## src/rtl/e203_ifu_bht_if.sv

```systemverilog
// Bundle of the lookup, commit-update, clear and performance-counter signals
// of the IFU branch history table. The IFU/commit side uses the master
// modport; the BHT itself uses the slave modport.
`ifndef E203_PC_SIZE
`define E203_PC_SIZE 32
`endif

interface e203_ifu_bht_if #(
    parameter int PC_W  = `E203_PC_SIZE,
    parameter int CNT_W = 32
);
    // Lookup side: prdt_i_vld qualifies prdt_i_pc, answer is combinational.
    logic             prdt_i_vld;
    logic [PC_W-1:0]  prdt_i_pc;
    logic             prdt_o_taken;

    // Commit-update side: one pulse of upd_i_vld per committed Bxx, no
    // backpressure (always accepted).
    logic             upd_i_vld;
    logic [PC_W-1:0]  upd_i_pc;
    logic             upd_i_taken;
    logic             upd_i_mispred;

    // Synchronous clears.
    logic             bht_clr;
    logic             perf_clr;

    // Performance counters.
    logic [CNT_W-1:0] perf_o_hit;
    logic [CNT_W-1:0] perf_o_mis;

    modport master (
        output prdt_i_vld, prdt_i_pc,
        output upd_i_vld, upd_i_pc, upd_i_taken, upd_i_mispred,
        output bht_clr, perf_clr,
        input  prdt_o_taken, perf_o_hit, perf_o_mis
    );

    modport slave (
        input  prdt_i_vld, prdt_i_pc,
        input  upd_i_vld, upd_i_pc, upd_i_taken, upd_i_mispred,
        input  bht_clr, perf_clr,
        output prdt_o_taken, perf_o_hit, perf_o_mis
    );
endinterface

```

## src/rtl/e203_ifu_bht.sv

```systemverilog
// Bimodal branch history table for conditional branches fetched by the IFU.
// 2^BHT_IDX_W two-bit saturating counters indexed by pc[BHT_IDX_W:1], one
// registered update stage with lookup bypass, and saturating hit/miss
// performance counters.
`ifndef E203_PC_SIZE
`define E203_PC_SIZE 32
`endif

module e203_ifu_bht #(
    parameter int BHT_IDX_W = 4,
    parameter int PC_W      = `E203_PC_SIZE,
    parameter int CNT_W     = 32
) (
    input  logic            clk,
    input  logic            rst_n,
    e203_ifu_bht_if.slave   bus
);

    localparam int          ENTRIES  = 1 << BHT_IDX_W;
    localparam logic [1:0]  CNT_WNT  = 2'b01;   // reset / clear value (weak not-taken)
    localparam logic [CNT_W-1:0] CNT_MAX = '1;

    // ------------------------------------------------------------------
    // Two-bit saturating step: +1 when taken, -1 when not taken.
    // ------------------------------------------------------------------
    function automatic logic [1:0] sat_step(input logic [1:0] cur, input logic inc);
        logic [1:0] nxt;
        nxt = cur;
        if (inc) begin
            if (cur != 2'b11) nxt = cur + 2'b01;
        end else begin
            if (cur != 2'b00) nxt = cur - 2'b01;
        end
        return nxt;
    endfunction

    // ------------------------------------------------------------------
    // State
    // ------------------------------------------------------------------
    logic [1:0]           cnt_q [ENTRIES];
    logic [1:0]           cnt_d [ENTRIES];

    logic                 upd_vld_q, upd_vld_d;
    logic [BHT_IDX_W-1:0] upd_idx_q, upd_idx_d;
    logic                 upd_taken_q, upd_taken_d;

    logic [CNT_W-1:0]     hit_q, hit_d;
    logic [CNT_W-1:0]     mis_q, mis_d;

    // Indices and the counter value the pending update will write.
    logic [BHT_IDX_W-1:0] prdt_idx;
    logic [BHT_IDX_W-1:0] upd_in_idx;
    logic [1:0]           upd_next;

    assign prdt_idx   = bus.prdt_i_pc[BHT_IDX_W:1];
    assign upd_in_idx = bus.upd_i_pc[BHT_IDX_W:1];

    // PC bits outside the index field do not take part in the table.
    logic unused_pc_bits;
    assign unused_pc_bits = &{1'b0,
                              bus.prdt_i_pc[PC_W-1:BHT_IDX_W+1], bus.prdt_i_pc[0],
                              bus.upd_i_pc[PC_W-1:BHT_IDX_W+1],  bus.upd_i_pc[0]};

    // Pending next value. The array is read at write time, so a second
    // back-to-back update to the same entry sees the first one already
    // written and the chain is preserved.
    always_comb begin
        upd_next = sat_step(cnt_q[upd_idx_q], upd_taken_q);
    end

    // ------------------------------------------------------------------
    // Lookup: combinational, bypassing the pending update on an index hit;
    // forced low while the table is being cleared or when not strobed.
    // ------------------------------------------------------------------
    always_comb begin
        bus.prdt_o_taken = 1'b0;
        if (bus.prdt_i_vld && !bus.bht_clr) begin
            if (upd_vld_q && (prdt_idx == upd_idx_q)) begin
                bus.prdt_o_taken = upd_next[1];
            end else begin
                bus.prdt_o_taken = cnt_q[prdt_idx][1];
            end
        end
    end

    // ------------------------------------------------------------------
    // Update stage capture: a clear drops both the pending and the incoming
    // update. Index/direction only reload when a new update arrives.
    // ------------------------------------------------------------------
    always_comb begin
        upd_vld_d   = bus.upd_i_vld & ~bus.bht_clr;
        upd_idx_d   = upd_idx_q;
        upd_taken_d = upd_taken_q;
        if (bus.upd_i_vld) begin
            upd_idx_d   = upd_in_idx;
            upd_taken_d = bus.upd_i_taken;
        end
    end

    // Update stage register.
    always_ff @(posedge clk or negedge rst_n) begin
        if (!rst_n) begin
            upd_vld_q   <= 1'b0;
            upd_idx_q   <= '0;
            upd_taken_q <= 1'b0;
        end else begin
            upd_vld_q   <= upd_vld_d;
            upd_idx_q   <= upd_idx_d;
            upd_taken_q <= upd_taken_d;
        end
    end

    // ------------------------------------------------------------------
    // Table next state: clear wins over the pending write.
    // ------------------------------------------------------------------
    always_comb begin
        for (int i = 0; i < ENTRIES; i++) begin
            cnt_d[i] = cnt_q[i];
        end
        if (bus.bht_clr) begin
            for (int i = 0; i < ENTRIES; i++) begin
                cnt_d[i] = CNT_WNT;
            end
        end else if (upd_vld_q) begin
            cnt_d[upd_idx_q] = upd_next;
        end
    end

    // Table register array.
    always_ff @(posedge clk or negedge rst_n) begin
        if (!rst_n) begin
            for (int i = 0; i < ENTRIES; i++) begin
                cnt_q[i] <= CNT_WNT;
            end
        end else begin
            for (int i = 0; i < ENTRIES; i++) begin
                cnt_q[i] <= cnt_d[i];
            end
        end
    end

    // ------------------------------------------------------------------
    // Performance counters: counted at update arrival (not after the stage),
    // saturating, perf_clr overrides a same-cycle increment, unaffected by
    // bht_clr.
    // ------------------------------------------------------------------
    always_comb begin
        hit_d = hit_q;
        mis_d = mis_q;
        if (bus.perf_clr) begin
            hit_d = '0;
            mis_d = '0;
        end else if (bus.upd_i_vld) begin
            if (bus.upd_i_mispred) begin
                if (mis_q != CNT_MAX) mis_d = mis_q + 1'b1;
            end else begin
                if (hit_q != CNT_MAX) hit_d = hit_q + 1'b1;
            end
        end
    end

    // Performance counter registers.
    always_ff @(posedge clk or negedge rst_n) begin
        if (!rst_n) begin
            hit_q <= '0;
            mis_q <= '0;
        end else begin
            hit_q <= hit_d;
            mis_q <= mis_d;
        end
    end

    assign bus.perf_o_hit = hit_q;
    assign bus.perf_o_mis = mis_q;

endmodule

```

## src/flat_wrapper.sv

```systemverilog
// flat-port wrapper written by rule: the top's interface ports become plain ports
module e203_ifu_bht_flat 
#(
    parameter int BHT_IDX_W = 4,
    parameter int PC_W      = `E203_PC_SIZE,
    parameter int CNT_W     = 32
)
  (clk, rst_n, bus_prdt_i_vld, bus_prdt_i_pc, bus_upd_i_vld, bus_upd_i_pc, bus_upd_i_taken, bus_upd_i_mispred, bus_bht_clr, bus_perf_clr, bus_prdt_o_taken, bus_perf_o_hit, bus_perf_o_mis);
  e203_ifu_bht_if #(.PC_W(PC_W), .CNT_W(CNT_W)) bus_i ();
  input  logic clk;
  input  logic rst_n;
  input wire logic [$bits(bus_i.prdt_i_vld)-1:0] bus_prdt_i_vld;
  input wire logic [$bits(bus_i.prdt_i_pc)-1:0] bus_prdt_i_pc;
  input wire logic [$bits(bus_i.upd_i_vld)-1:0] bus_upd_i_vld;
  input wire logic [$bits(bus_i.upd_i_pc)-1:0] bus_upd_i_pc;
  input wire logic [$bits(bus_i.upd_i_taken)-1:0] bus_upd_i_taken;
  input wire logic [$bits(bus_i.upd_i_mispred)-1:0] bus_upd_i_mispred;
  input wire logic [$bits(bus_i.bht_clr)-1:0] bus_bht_clr;
  input wire logic [$bits(bus_i.perf_clr)-1:0] bus_perf_clr;
  output wire logic [$bits(bus_i.prdt_o_taken)-1:0] bus_prdt_o_taken;
  output wire logic [$bits(bus_i.perf_o_hit)-1:0] bus_perf_o_hit;
  output wire logic [$bits(bus_i.perf_o_mis)-1:0] bus_perf_o_mis;
  assign bus_i.prdt_i_vld = bus_prdt_i_vld;
  assign bus_i.prdt_i_pc = bus_prdt_i_pc;
  assign bus_i.upd_i_vld = bus_upd_i_vld;
  assign bus_i.upd_i_pc = bus_upd_i_pc;
  assign bus_i.upd_i_taken = bus_upd_i_taken;
  assign bus_i.upd_i_mispred = bus_upd_i_mispred;
  assign bus_i.bht_clr = bus_bht_clr;
  assign bus_i.perf_clr = bus_perf_clr;
  assign bus_prdt_o_taken = bus_i.prdt_o_taken;
  assign bus_perf_o_hit = bus_i.perf_o_hit;
  assign bus_perf_o_mis = bus_i.perf_o_mis;
  e203_ifu_bht #(.BHT_IDX_W(BHT_IDX_W), .PC_W(PC_W), .CNT_W(CNT_W)) u_core (.clk(clk), .rst_n(rst_n), .bus(bus_i));
endmodule
```

## config.mk

```make
export PLATFORM = sky130hd
export DESIGN_NAME = e203_ifu_bht_flat
export DESIGN_NICKNAME = d
export VERILOG_FILES = /design/src/rtl/e203_ifu_bht_if.sv /design/src/rtl/e203_ifu_bht.sv /design/src/flat_wrapper.sv
export SDC_FILE = /design/constraint.sdc
export NUM_CORES = 1
export LEC_CHECK = 0
export CORE_MARGIN = 2
export CORE_UTILIZATION = 45
export CTS_CLUSTER_DIAMETER = 100
export CTS_CLUSTER_SIZE = 30
export DETAILED_ROUTE_END_ITERATION = 12
export GPL_TIMING_DRIVEN = 0
export HOLD_SLACK_MARGIN = 0.12
export PLACE_DENSITY = 0.74
export SLEW_MARGIN = 0
export SYNTH_ARGS = -nofsm -noshare
export SYNTH_HDL_FRONTEND = slang
export SYNTH_SLANG_ARGS = --single-unit
```

## constraint.sdc

```tcl
create_clock -name clk -period 4.55 [get_ports clk]
set_input_delay 0.91 -clock clk [delete_from_list [all_inputs] [get_ports clk]]
set_output_delay 0.91 -clock clk [all_outputs]
set_load 0.01 [all_outputs]
```

# After elaboration in Yosys (flattened, before gate mapping)
# Index checks and enable logic that the tools add are counted.
# op_classes
addsub	4
order_cmp	3
eq_ne	5
muxes	24
bitwise_logic	4
reduce_logical	12
# ops
op	count
$mux W32	10
$add A32 B1 Y32 const B	2
$ne A32 B32 Y1 const B	2
$bwmux W32	1
$bmux W2 S4	2
$mux W2	8
$reduce_bool A2 Y1	6
$ge A5 B5 Y1 const B	2
$not A4 Y5	2
$demux W2 S4	1
$reduce_and A3 Y1	2
$lt A5 B1 Y1 const B	1
$eq A4 B4 Y1	1
$logic_and A1 B1 Y1	3
$add A2 B1 Y2 const B	1
$mux W1	2
$ne A2 B1 Y1 const B	1
$ne A2 B2 Y1 const B	1
$sub A2 B1 Y2 const B	1
$and A1 B1 Y1	1
$logic_not A1 Y1	1
$not A1 Y1	1
# word_totals
reg_bits	102
out_inout_bits	65

# Depth between registers and ports, before layout
# depth
depth_word	10
mapped_depth	8

# Worst setup path before layout
# No wires, ideal clock.
# synth_path
path_kind	input to output
from	input bus_prdt_i_pc[1]
to	output bus_prdt_o_taken
t_arrival_ps	2391
t_required_ps	3640
path_slack_ps	1249
stages	5
path_buffers	1
path_cell_list	clkbuf_1 > mux4_2 > mux4_2 > o21ai_0 > a21oi_1
# synth_via
elab_chain_len	6
elab_cells_between_ends	8
# synth_lines
element	line	source
start: declaration	flat_wrapper.sv:13	input wire logic [$bits(bus_i.prdt_i_pc)-1:0] bus_prdt_i_pc;
$not A4 Y5 (not written as such)	e203_ifu_bht.sv:81	bus.prdt_o_taken = cnt_q[prdt_idx][1];
$bmux W2 S4	e203_ifu_bht.sv:81	
$mux W2 (not written as such) (2 in series)	e203_ifu_bht.sv:81	
$mux W1 *	e203_ifu_bht.sv:78	if (upd_vld_q && (prdt_idx == upd_idx_q)) begin
$mux W1 *	e203_ifu_bht.sv:77	if (bus.prdt_i_vld && !bus.bht_clr) begin
end: declaration	flat_wrapper.sv:20	output wire logic [$bits(bus_i.prdt_o_taken)-1:0] bus_prdt_o_taken;
# Every way passes the cells marked *; elsewhere a longest branch is shown, timed or not. The select of a mux whose other input is x is not followed.

# Worst setup path after layout
# layout_path
from	register u_core.upd_idx_q[0]
to	output bus_prdt_o_taken
# layout_via
elab_chain_len	9
elab_cells_between_ends	15
# layout_lines
element	line	source
start: declaration	e203_ifu_bht.sv:44	logic [BHT_IDX_W-1:0] upd_idx_q, upd_idx_d;
start signal: assignment	e203_ifu_bht.sv:108	upd_idx_q <= upd_idx_d;
$not A4 Y5 (not written as such)	e203_ifu_bht.sv:68	upd_next = sat_step(cnt_q[upd_idx_q], upd_taken_q);
$bmux W2 S4	e203_ifu_bht.sv:68	
$mux W2 (not written as such) (2 in series)	e203_ifu_bht.sv:68	
$sub A2 B1 Y2 (tied with other cells)	e203_ifu_bht.sv:32	if (cur != 2'b00) nxt = cur - 2'b01;
$mux W2, on equally long branches	e203_ifu_bht.sv:32, e203_ifu_bht.sv:30	
$mux W2	e203_ifu_bht.sv:29	if (inc) begin
$mux W1 *	e203_ifu_bht.sv:78	
$mux W1 *	e203_ifu_bht.sv:77	
# Marks and branches as above.

==> metrics <==
Max Fanout on Critical Path 10; vertical die dimension approximately 120 um; shortest period the worst path allows 4.02 ns; per-cell via count in the routed design 6.04; ratio of total power to cell area 286 nW/um^2; number of instances in the synthesized netlist 600; die width 116 um; Seq cells post-synth slightly above 100; most common cell after layout, fill and taps aside sky130_fd_sc_hd__dfrtp_1; area overhead of the layout relative to synthesis 24.1%; required time of the worst setup path 3.64 ns; maximum number of pins on one net before global-route repair 56; Leak Pwr 2.47 nW; global-route wire length before repair 24.3 mm; DR iter-0 viols 392; worst-margin pin slew about 0.9 ns; TritonCTS clock tree done; final standard cell area without fillers ~7000 um^2; sequential area share after synthesis a little under half; antenna diode instance count 0; fin nets roughly 760; detailed placer's ending HPWL 10.4 mm; tightest slew margin relative to the limit 38.0%; share of layout cells above drive strength 1 11.8%; Root Buffer Master sky130_fd_sc_hd__clkbuf_16; arrival time worst endpoint 3.11 ns; Reg area 2570 um^2; final cell count without fillers just under 900; commonest non-fill, non-tap cells in the layout sky130_fd_sc_hd__dfrtp_1, sky130_fd_sc_hd__clkdlybuf4s50_1, sky130_fd_sc_hd__a21oi_1; hold slack about 0.55 ns; starting density of the core 45.6%; WL final around 15 mm; Setup Buffers After CTS 0; grt ovf 0; worst IR drop on VDD 0.000245 V; Post-synth EDFFs 0; kind of end point of the critical path output port; reg2reg setup slack 2.01 ns; number of hold buffers added after CTS 0; setup skew after layout 0.00904 ns; clock latency on the worst-skew pair 0.35 ns; CTS resizes 0; Post-Place Cells 850; routed len/inst 17.1 um; floorplan die area around 14,000 um^2; Syn Nets 674; cell area after placement around 6700 um^2; number of hold-slack violations in the final timing report 0; Num Clock Sinks 102; startpoint kind of the worst setup timing path register; Syn. warnings 0; vias after detailed routing about 5,200; post-route DRC violation count 0; number of distinct library cell variants in the gate-level netlist after synthesis 55; result of the run finished, final reports clean; Cell Area, Synth 5680 um^2; drt pass-1 iters 5; Finished Core Util a little under three fifths; Multi-input gate area between 2000 and 3000 um^2; Bufs on Longest Clock Path 2; Slew Viols, Final 0; CTS Buf Count 9; Avg Synthesized Cell Area 9.47 um^2; RePlAce Congestion 0.870; input/output buffers 77; Clock H-tree levels 3; final period utilization 88.3%; most common flop cell mapped by yosys sky130_fd_sc_hd__dfrtp_1; Final Setup Violations 0; all-layer global routing usage 22.6%; core area around 12,000 um^2; f_max 249 MHz; number of antenna violations at the first check in global routing 0; filler cell count ~1,100; Row Count slightly above 40; vias in the first global route 5,050; unrepaired setup endpoints after global routing false; fraction of registers with async set or reset after synthesis 100%; final sum of negative setup slack 0 ns; count of antenna-violating nets left after detailed routing 0; Maximum Capacitance Violations 0; start-to-end type of the worst setup path reg -> out; Hold/Removal Path Class reg -> reg; total I/O pin count 137; CTS clock-pin slew for the worst setup and hold paths about 0.06 ns
==> power breakdown <==
part           total, mW  leakage, nW  internal [mW]  switching [mW]
clock              0.919        0.176          0.583           0.336
combinational      0.166        0.934         0.0589           0.107
sequential         0.931         1.36          0.921         0.00961
total               2.02         2.47           1.56           0.453
==> through the flow <==
step                      power [mW]  setup WS, ns
after CTS                       2.04         0.518
final                           2.02         0.531
after floorplan                 1.04          1.25
after detailed placement        1.11         0.586
after global routing            2.09         0.390
after global placement          1.11         -1.30
==> critical path, stage by stage (launching register included) <==
cell and delay, ns:
sky130_fd_sc_hd__dfrtp_1 0.33, sky130_fd_sc_hd__buf_4 0.22, sky130_fd_sc_hd__mux4_2 0.55, sky130_fd_sc_hd__mux2_2 0.32, sky130_fd_sc_hd__a21oi_1 0.15, sky130_fd_sc_hd__o32a_1 0.17, sky130_fd_sc_hd__buf_2 0.18, sky130_fd_sc_hd__buf_2 0.26
sky130_fd_sc_hd__a21oi_1 0.09, sky130_fd_sc_hd__clkdlybuf4s50_1 0.49
==> registers in the layout (all words and copies together) (netlist names) <==
| register | count |
|---|---|
| u_core.upd_idx_q | 4 |
| u_core.upd_vld_q | 1 |
| u_core.bus.perf_o_hit | 32 |
| u_core.bus.perf_o_mis | 32 |
| u_core.cnt_q | 32 |
| u_core.upd_taken_q | 1 |
==> cells in the mapped netlist (2+ instances only) <==
cell	count	area, um^2
sky130_fd_sc_hd__a21oi_1	68	340
sky130_fd_sc_hd__o31ai_1	23	173
sky130_fd_sc_hd__inv_1	11	41.3
sky130_fd_sc_hd__nor4_1	7	43.8
sky130_fd_sc_hd__nand3_1	20	100
sky130_fd_sc_hd__nand4_1	17	106
sky130_fd_sc_hd__or2_0	2	12.5
sky130_fd_sc_hd__o2111ai_1	2	17.5
sky130_fd_sc_hd__nand2b_1	4	25.0
sky130_fd_sc_hd__or2_2	4	25.0
sky130_fd_sc_hd__dfrtp_1	86	2150
sky130_fd_sc_hd__dfstp_2	16	420
sky130_fd_sc_hd__or4_1	21	158
sky130_fd_sc_hd__clkbuf_1	26	97.6
sky130_fd_sc_hd__mux4_2	13	293
sky130_fd_sc_hd__nor3b_1	2	15.0
sky130_fd_sc_hd__and2_1	3	18.8
sky130_fd_sc_hd__o211ai_1	2	15.0
sky130_fd_sc_hd__nor2_1	50	188
sky130_fd_sc_hd__nor3_1	8	40.0
sky130_fd_sc_hd__a311oi_1	5	43.8
sky130_fd_sc_hd__nor2b_1	6	37.5
sky130_fd_sc_hd__and3_1	6	37.5
sky130_fd_sc_hd__nor4_2	2	25.0
sky130_fd_sc_hd__xnor2_1	10	87.6
sky130_fd_sc_hd__or3_1	29	181
sky130_fd_sc_hd__ha_1	2	25.0
sky130_fd_sc_hd__buf_2	8	40.0
sky130_fd_sc_hd__and4_1	7	61.3
sky130_fd_sc_hd__nand2_1	41	154
sky130_fd_sc_hd__o21ai_0	45	225
sky130_fd_sc_hd__mux2_2	12	135
sky130_fd_sc_hd__a211oi_1	16	120
sky130_fd_sc_hd__xor2_1	5	43.8
==> metal layers <==
metal	up-vias	global-route usage, %	routed length (um)
met5	-	0	0
met4	0	7.46	293
met3	22	5.97	809
met2	159	37.4	7200
met1	2618	29.1	6470
li1	2435	-	-
==> cell families (layout without fill, tap and decap cells) <==
logic type               after synthesis  after routing  synth area share, %
buffers and inverters                 48            142                 3.44
flip-flops                           102            102                 45.3
multiplexers                          26             26                 7.71
XOR/XNOR                              15             15                 2.31
AND/OR/NAND/NOR                      236            236                 22.8
adder cells (fa/ha/maj)                3              3                0.617
AO/OA/AOI/OAI                        170            170                 17.8
==> path summary, 6_finish.rpt <==
path                                           from                         to  cells after the start
setup / recovery                u_core.upd_idx_q[0]           bus_prdt_o_taken                      9
hold / removal                     u_core.cnt_q[20]           u_core.cnt_q[20]                      2
setup reg to reg           u_core.bus.perf_o_mis[0]   u_core.bus.perf_o_mis[1]                      8
hold reg to reg                    u_core.cnt_q[20]           u_core.cnt_q[20]                      2
max in group asynchronous                     rst_n  u_core.bus.perf_o_hit[22]                      2
min in group asynchronous                     rst_n           u_core.cnt_q[27]                      1
==> final cells by class <==
type | instances | share of cell area, %
buffer | 37 | 2.18
timing repair buffer | 78 | 11.3
tap | 172 | 3.05
clock inverter | 3 | 1.28
inverter | 11 | 0.586
sequential | 102 | 36.5
multi-input combinational | 450 | 41.3
clock buffer | 13 | 3.83
Power figures use the tool's default switching activity.
